**config.mk**
```make
export PLATFORM = sky130hd
export DESIGN_NAME = bin2bcd_seq
export DESIGN_NICKNAME = d
export VERILOG_FILES = /design/src/rtl/bin2bcd_seq.sv
export SDC_FILE = /design/constraint.sdc
export NUM_CORES = 1
export LEC_CHECK = 0
export CORE_UTILIZATION = 59
export CTS_BUF_LIST = sky130_fd_sc_hd__clkbuf_4 sky130_fd_sc_hd__clkbuf_8 sky130_fd_sc_hd__clkbuf_16
export CTS_CLUSTER_SIZE = 10
export DETAILED_ROUTE_END_ITERATION = 16
export GPL_TIMING_DRIVEN = 0
export MAX_ROUTING_LAYER = met4
export PLACE_DENSITY = 0.85
export SYNTH_ARGS = -nofsm -noshare
export SYNTH_HDL_FRONTEND = slang
export SYNTH_SLANG_ARGS = --single-unit
```
**constraint.sdc**
```tcl
create_clock -name clk -period 2.9 [get_ports clk]
set_input_delay 0.435 -clock clk [delete_from_list [all_inputs] [get_ports clk]]
set_output_delay 0.435 -clock clk [all_outputs]
set_load 0.02 [all_outputs]
```
**src/rtl/bin2bcd_seq.sv**
```systemverilog
// Sequential binary-to-BCD converter (double-dabble, one bit per clock).
// Out-of-range inputs saturate to all nines and raise overflow.
module bin2bcd_seq #(
    parameter int BIN_W  = 14,
    parameter int DIGITS = 4
) (
    input  logic                  clk,
    input  logic                  greset,
    input  logic                  start,
    input  logic [BIN_W-1:0]      bin_in,
    output logic                  busy,
    output logic                  done,
    output logic [4*DIGITS-1:0]   bcd_out,
    output logic                  overflow
);

    localparam int SW = 4 * DIGITS;
    localparam int WW = SW + BIN_W;
    localparam int CW = $clog2(BIN_W + 1);

    function automatic logic [63:0] pow10(input int n);
        logic [63:0] r;
        r = 64'd1;
        for (int i = 0; i < n; i++) r = r * 64'd10;
        return r;
    endfunction

    localparam logic [63:0] MAX_VAL = pow10(DIGITS) - 64'd1;

    typedef enum logic {
        IDLE = 1'b0,
        CONV = 1'b1
    } state_t;

    state_t            state_q;
    state_t            state_d;
    logic [CW-1:0]     cnt_q;
    logic [BIN_W-1:0]  shift_q;
    logic [SW-1:0]     scratch_q;
    logic              ovf_pend_q;
    logic [SW-1:0]     adj;
    logic [WW-1:0]     wide;
    logic              accept;
    logic              last_iter;

    assign accept    = (state_q == IDLE) && start;
    assign last_iter = (state_q == CONV) && (cnt_q == CW'(1));

    // State register
    always_ff @(posedge clk or negedge greset) begin
        if (!greset) state_q <= IDLE;
        else         state_q <= state_d;
    end

    // Next-state logic: leave CONV on the final iteration
    always_comb begin
        state_d = state_q;
        unique case (state_q)
            IDLE: if (start) state_d = CONV;
            CONV: if (cnt_q == CW'(1)) state_d = IDLE;
            default: state_d = IDLE;
        endcase
    end

    // Moore output decode
    always_comb begin
        busy = (state_q == CONV);
    end

    // Add-3 on every digit, then shift scratch:shift left as one word
    always_comb begin
        adj = scratch_q;
        for (int d = 0; d < DIGITS; d++) begin
            if (scratch_q[4*d +: 4] >= 4'd5)
                adj[4*d +: 4] = scratch_q[4*d +: 4] + 4'd3;
        end
        wide = {adj, shift_q} << 1;
    end

    // Conversion datapath: load on accept, iterate while converting
    always_ff @(posedge clk or negedge greset) begin
        if (!greset) begin
            cnt_q      <= '0;
            shift_q    <= '0;
            scratch_q  <= '0;
            ovf_pend_q <= 1'b0;
        end else if (accept) begin
            cnt_q      <= CW'(BIN_W);
            shift_q    <= bin_in;
            scratch_q  <= '0;
            ovf_pend_q <= (64'(bin_in) > MAX_VAL);
        end else if (state_q == CONV) begin
            cnt_q      <= cnt_q - CW'(1);
            shift_q    <= wide[BIN_W-1:0];
            scratch_q  <= wide[WW-1:BIN_W];
        end
    end

    // Result registers: only touched on the completing edge
    always_ff @(posedge clk or negedge greset) begin
        if (!greset) begin
            done     <= 1'b0;
            bcd_out  <= '0;
            overflow <= 1'b0;
        end else begin
            done <= last_iter;
            if (last_iter) begin
                bcd_out  <= ovf_pend_q ? {DIGITS{4'h9}} : wide[WW-1:BIN_W];
                overflow <= ovf_pend_q;
            end
        end
    end

endmodule

```
==> summary.txt <==
global-route wire length before repair = 9130 microns
post-layout minimum cycle time = 1.75 ns
number of violations reported at the end of detailed-routing iteration 0 = 88
fin nets = 319
Pwr Total = 3.53 mW
overall routed net length = 5300 microns
Post-Synth XOR/XNOR Area = 0.0165
buffers and inverters on the worst path = 1
final period utilization = 0.605
number of enable-type register cells in the synthesized netlist = 0
leakage power figure = 1.51 nW
transition at the pin with the smallest max-transition slack = 0.388 ns
Area Growth Syn to Fin = 20.3%
number of buffers between clock root and the deepest sink = 2
most frequent standard cell in the layout excluding fill and tap cells = dfrtp_1
Clock Power Share = 0.140
number of buffers inserted for hold repair after clock tree synthesis = 0
Sequential Power Share = 0.375
setup repair after global routing missed its margin = no
pin count of the biggest net entering global routing = 40
R2R depth = 6
fraction of final layout cells sized beyond drive strength 1 = 0.123
max_cap viols = 0
count of input and output buffers = 35
endpoint of the most critical setup path = busy
critical path data required time = 2.47 ns
fill count = 327
number of buffers inserted during clock tree synthesis = 5
die boundary height = 69.1 microns
crit start category = flop
clk sinks = 54
number of setup buffers added after CTS = 0
final design utilization = 0.734
synthesized-area fraction occupied by and/or/nand/nor cells = 0.126
largest family of logic cells by synthesized area = compound AO/OA/AOI/OAI gates
post-route ant nets = 0
width of the die = 69.1 microns
Pwr per Cell Area = 1100 mW/mm^2
DRC violation count after routing = 0
total global routing track utilization = 0.246
net count after synthesis = 276
total via count after detailed routing = 1976
non-filler cells, final = 345
worst r2r src = scratch_q[0]
Worst setup EP type = primary output
Critical Path Fanout Max = 3
clock latency on the worst-skew pair = 0.30 ns
highest attainable clock frequency = 0.570 GHz
area of the multi-input gates = 0.00118 sq mm
multiplexer area fraction after synthesis = 0.0871
Post-Synth Adder-Cell Area = 0.0471
Sequential Area = 0.00135 sq mm
Min-Delay Path Class = input port to async pin
family with the most delay on the worst path = buffers and inverters
capture instance of the worst register-to-register path = bcd_out[2]
flop-to-flop setup slack = 1.30 ns
ordered cell list for the critical path = clkdlybuf4s50_1
Ys Warns = 0
Total Die Area = 0.00477 sq mm
TritonCTS clock tree = yes
final setup margin = 1.15 ns
Routability Congestion = 0.814
root buf cell = clkbuf_8
overall overflow remaining after global route = 0
effective utilization at floorplan = 0.610
estimated wirelength of the detail-placed design = 3860 microns
count of pins over their slew limit = 0
Finish-stage setup viols = 0
total I/O pin count = 36
Worst Setup Path Type = flop to primary output
pre-CTS setup slack = 1.08 ns
first-pass iteration count of the detailed router = 4
setup TNS after final layout = 0 ns
cell depth of the worst setup path = 1
post-synthesis cell area = 0.00266 sq mm
number of vias per cell after detailed routing = 5.73
data arrival time of the worst path = 1.32 ns
Clk pin slew, worst setup/hold paths = 0.09 ns
relative slew slack = 0.741
post-synth cell types = 32
FFs w/ async S/R, synth = 1.00
DR WL/cell = 15.4 microns
number of global-route vias before repair = 1900
fraction of power consumed by combinational cells = 0.485
synthesized-area fraction occupied by ao, oa, aoi and oai cells = 0.167
switching power as a share of total power = 0.390
most frequently used flop master after synthesis = dfrtp_1
cell-internal power = 2.15 mW
Site Rows = 24
synthesized flop and latch total = 54
H-tree levels = 2
share of synthesized area occupied by flip-flops and latches = 0.509
launching element of the worst setup path = busy
placed instance count = 337
synthesized area per cell = 10.7 sq um
maximum vdd drop = 457 uV
Clock Skews = 0.00753 ns
Crit path largest cell delay = 0.62 ns
area inside the core boundary = 0.00435 sq mm
number of resized instances in the post-cts repair step = 0
count of endpoints failing hold in the final timing report = 0
number of antenna violations at the first check in global routing = 0
most frequent cells in the layout = 54 x dfrtp_1, 34 x clkdlybuf4s50_1, 26 x nand2_1
Diodes inserted = 0
power dissipated by switching net loads = 1.38 mW
post-synthesis instance total = 249
outcome = complete, no violations
slowest CP cell = clkdlybuf4s50_1
[worst min path at each step]
stage / cells after the start / from / end
2_1_floorplan: 0 / greset / bcd_out[0]
3_3_place_gp: 2 / bcd_out[0] / bcd_out[0]
3_5_place_dp: 1 / greset / bcd_out[4]
4_1_cts: 1 / greset / bcd_out[6]
5_1_grt: 1 / greset / bcd_out[6]
6_report: 1 / greset / bcd_out[9]
[flip-flops by register name, indices dropped and copies added, names as in the netlist]
signal / count
bcd_out: 16
scratch_q: 16
shift_q: 14
cnt_q: 4
busy: 1
done: 1
overflow: 1
ovf_pend_q: 1
[power groups by stage]
stage          Combinational, mW  Sequential (mW)  Clock [mW]
2_1_floorplan               1.08             1.42           0
3_3_place_gp                1.65             1.32           0
3_5_place_dp                1.72             1.34           0
4_1_cts                     1.72             1.32       0.506
5_1_grt                     1.87             1.37       0.537
6_report                    1.71             1.32       0.493
[cell usage after synthesis, types with 2 or more instances]
master     n  area share
a32o_1     4       0.015
mux2i_1   22       0.083
o21ai_0    8       0.015
ha_1      10       0.047
nand2_1   26       0.037
a31oi_1    4      0.0094
a21oi_2    6       0.020
a21oi_1   11       0.021
a21o_1    11       0.031
inv_1     10       0.014
buf_2      8       0.015
nand2b_1   9       0.021
nor3b_1    7       0.020
o31ai_1    2      0.0057
nor2_1    14       0.020
nor3_1     5      0.0094
xnor2_1    5       0.016
buf_6      2      0.0085
o21ai_1   10       0.019
nor2_2     2      0.0047
dfrtp_1   54        0.51
a22o_1     7       0.023
buf_4      3      0.0085
[cell families (layout without fill, tap and decap cells)]
group / after synthesis / after routing
simple gates: 68 / 68
flops: 54 / 54
xor+xnor: 5 / 5
compound gates: 65 / 65
mux: 23 / 23
buf+inv: 24 / 68
fa+ha+maj: 10 / 10
[stage by stage]
stage	hold WS (ns)	area, sq um
2_1_floorplan	0.139	2660
3_3_place_gp	0.455	3070
3_5_place_dp	0.368	3090
4_1_cts	0.0351	3200
5_1_grt	0.0505	3200
6_report	0.0333	3200
[routing by layer]
metal | share of wire | wire, microns | track usage
met1 | 0.46 | 2430 | 0.327
met2 | 0.49 | 2590 | 0.392
met3 | 0.046 | 246 | 0.0468
met4 | 0.0062 | 33 | 0.0590
met5 | 0 | 0 | -
[final cells by class]
| class | count | area share |
|---|---|---|
| inverter | 11 | 0.0129 |
| clock buffer | 5 | 0.0215 |
| buffer | 13 | 0.0266 |
| sequential | 54 | 0.423 |
| timing repair buffer | 36 | 0.114 |
| multi-input combinational | 171 | 0.369 |
| tap | 52 | 0.0204 |
| clock inverter | 3 | 0.0125 |
(Power assumes the default switching activity.)
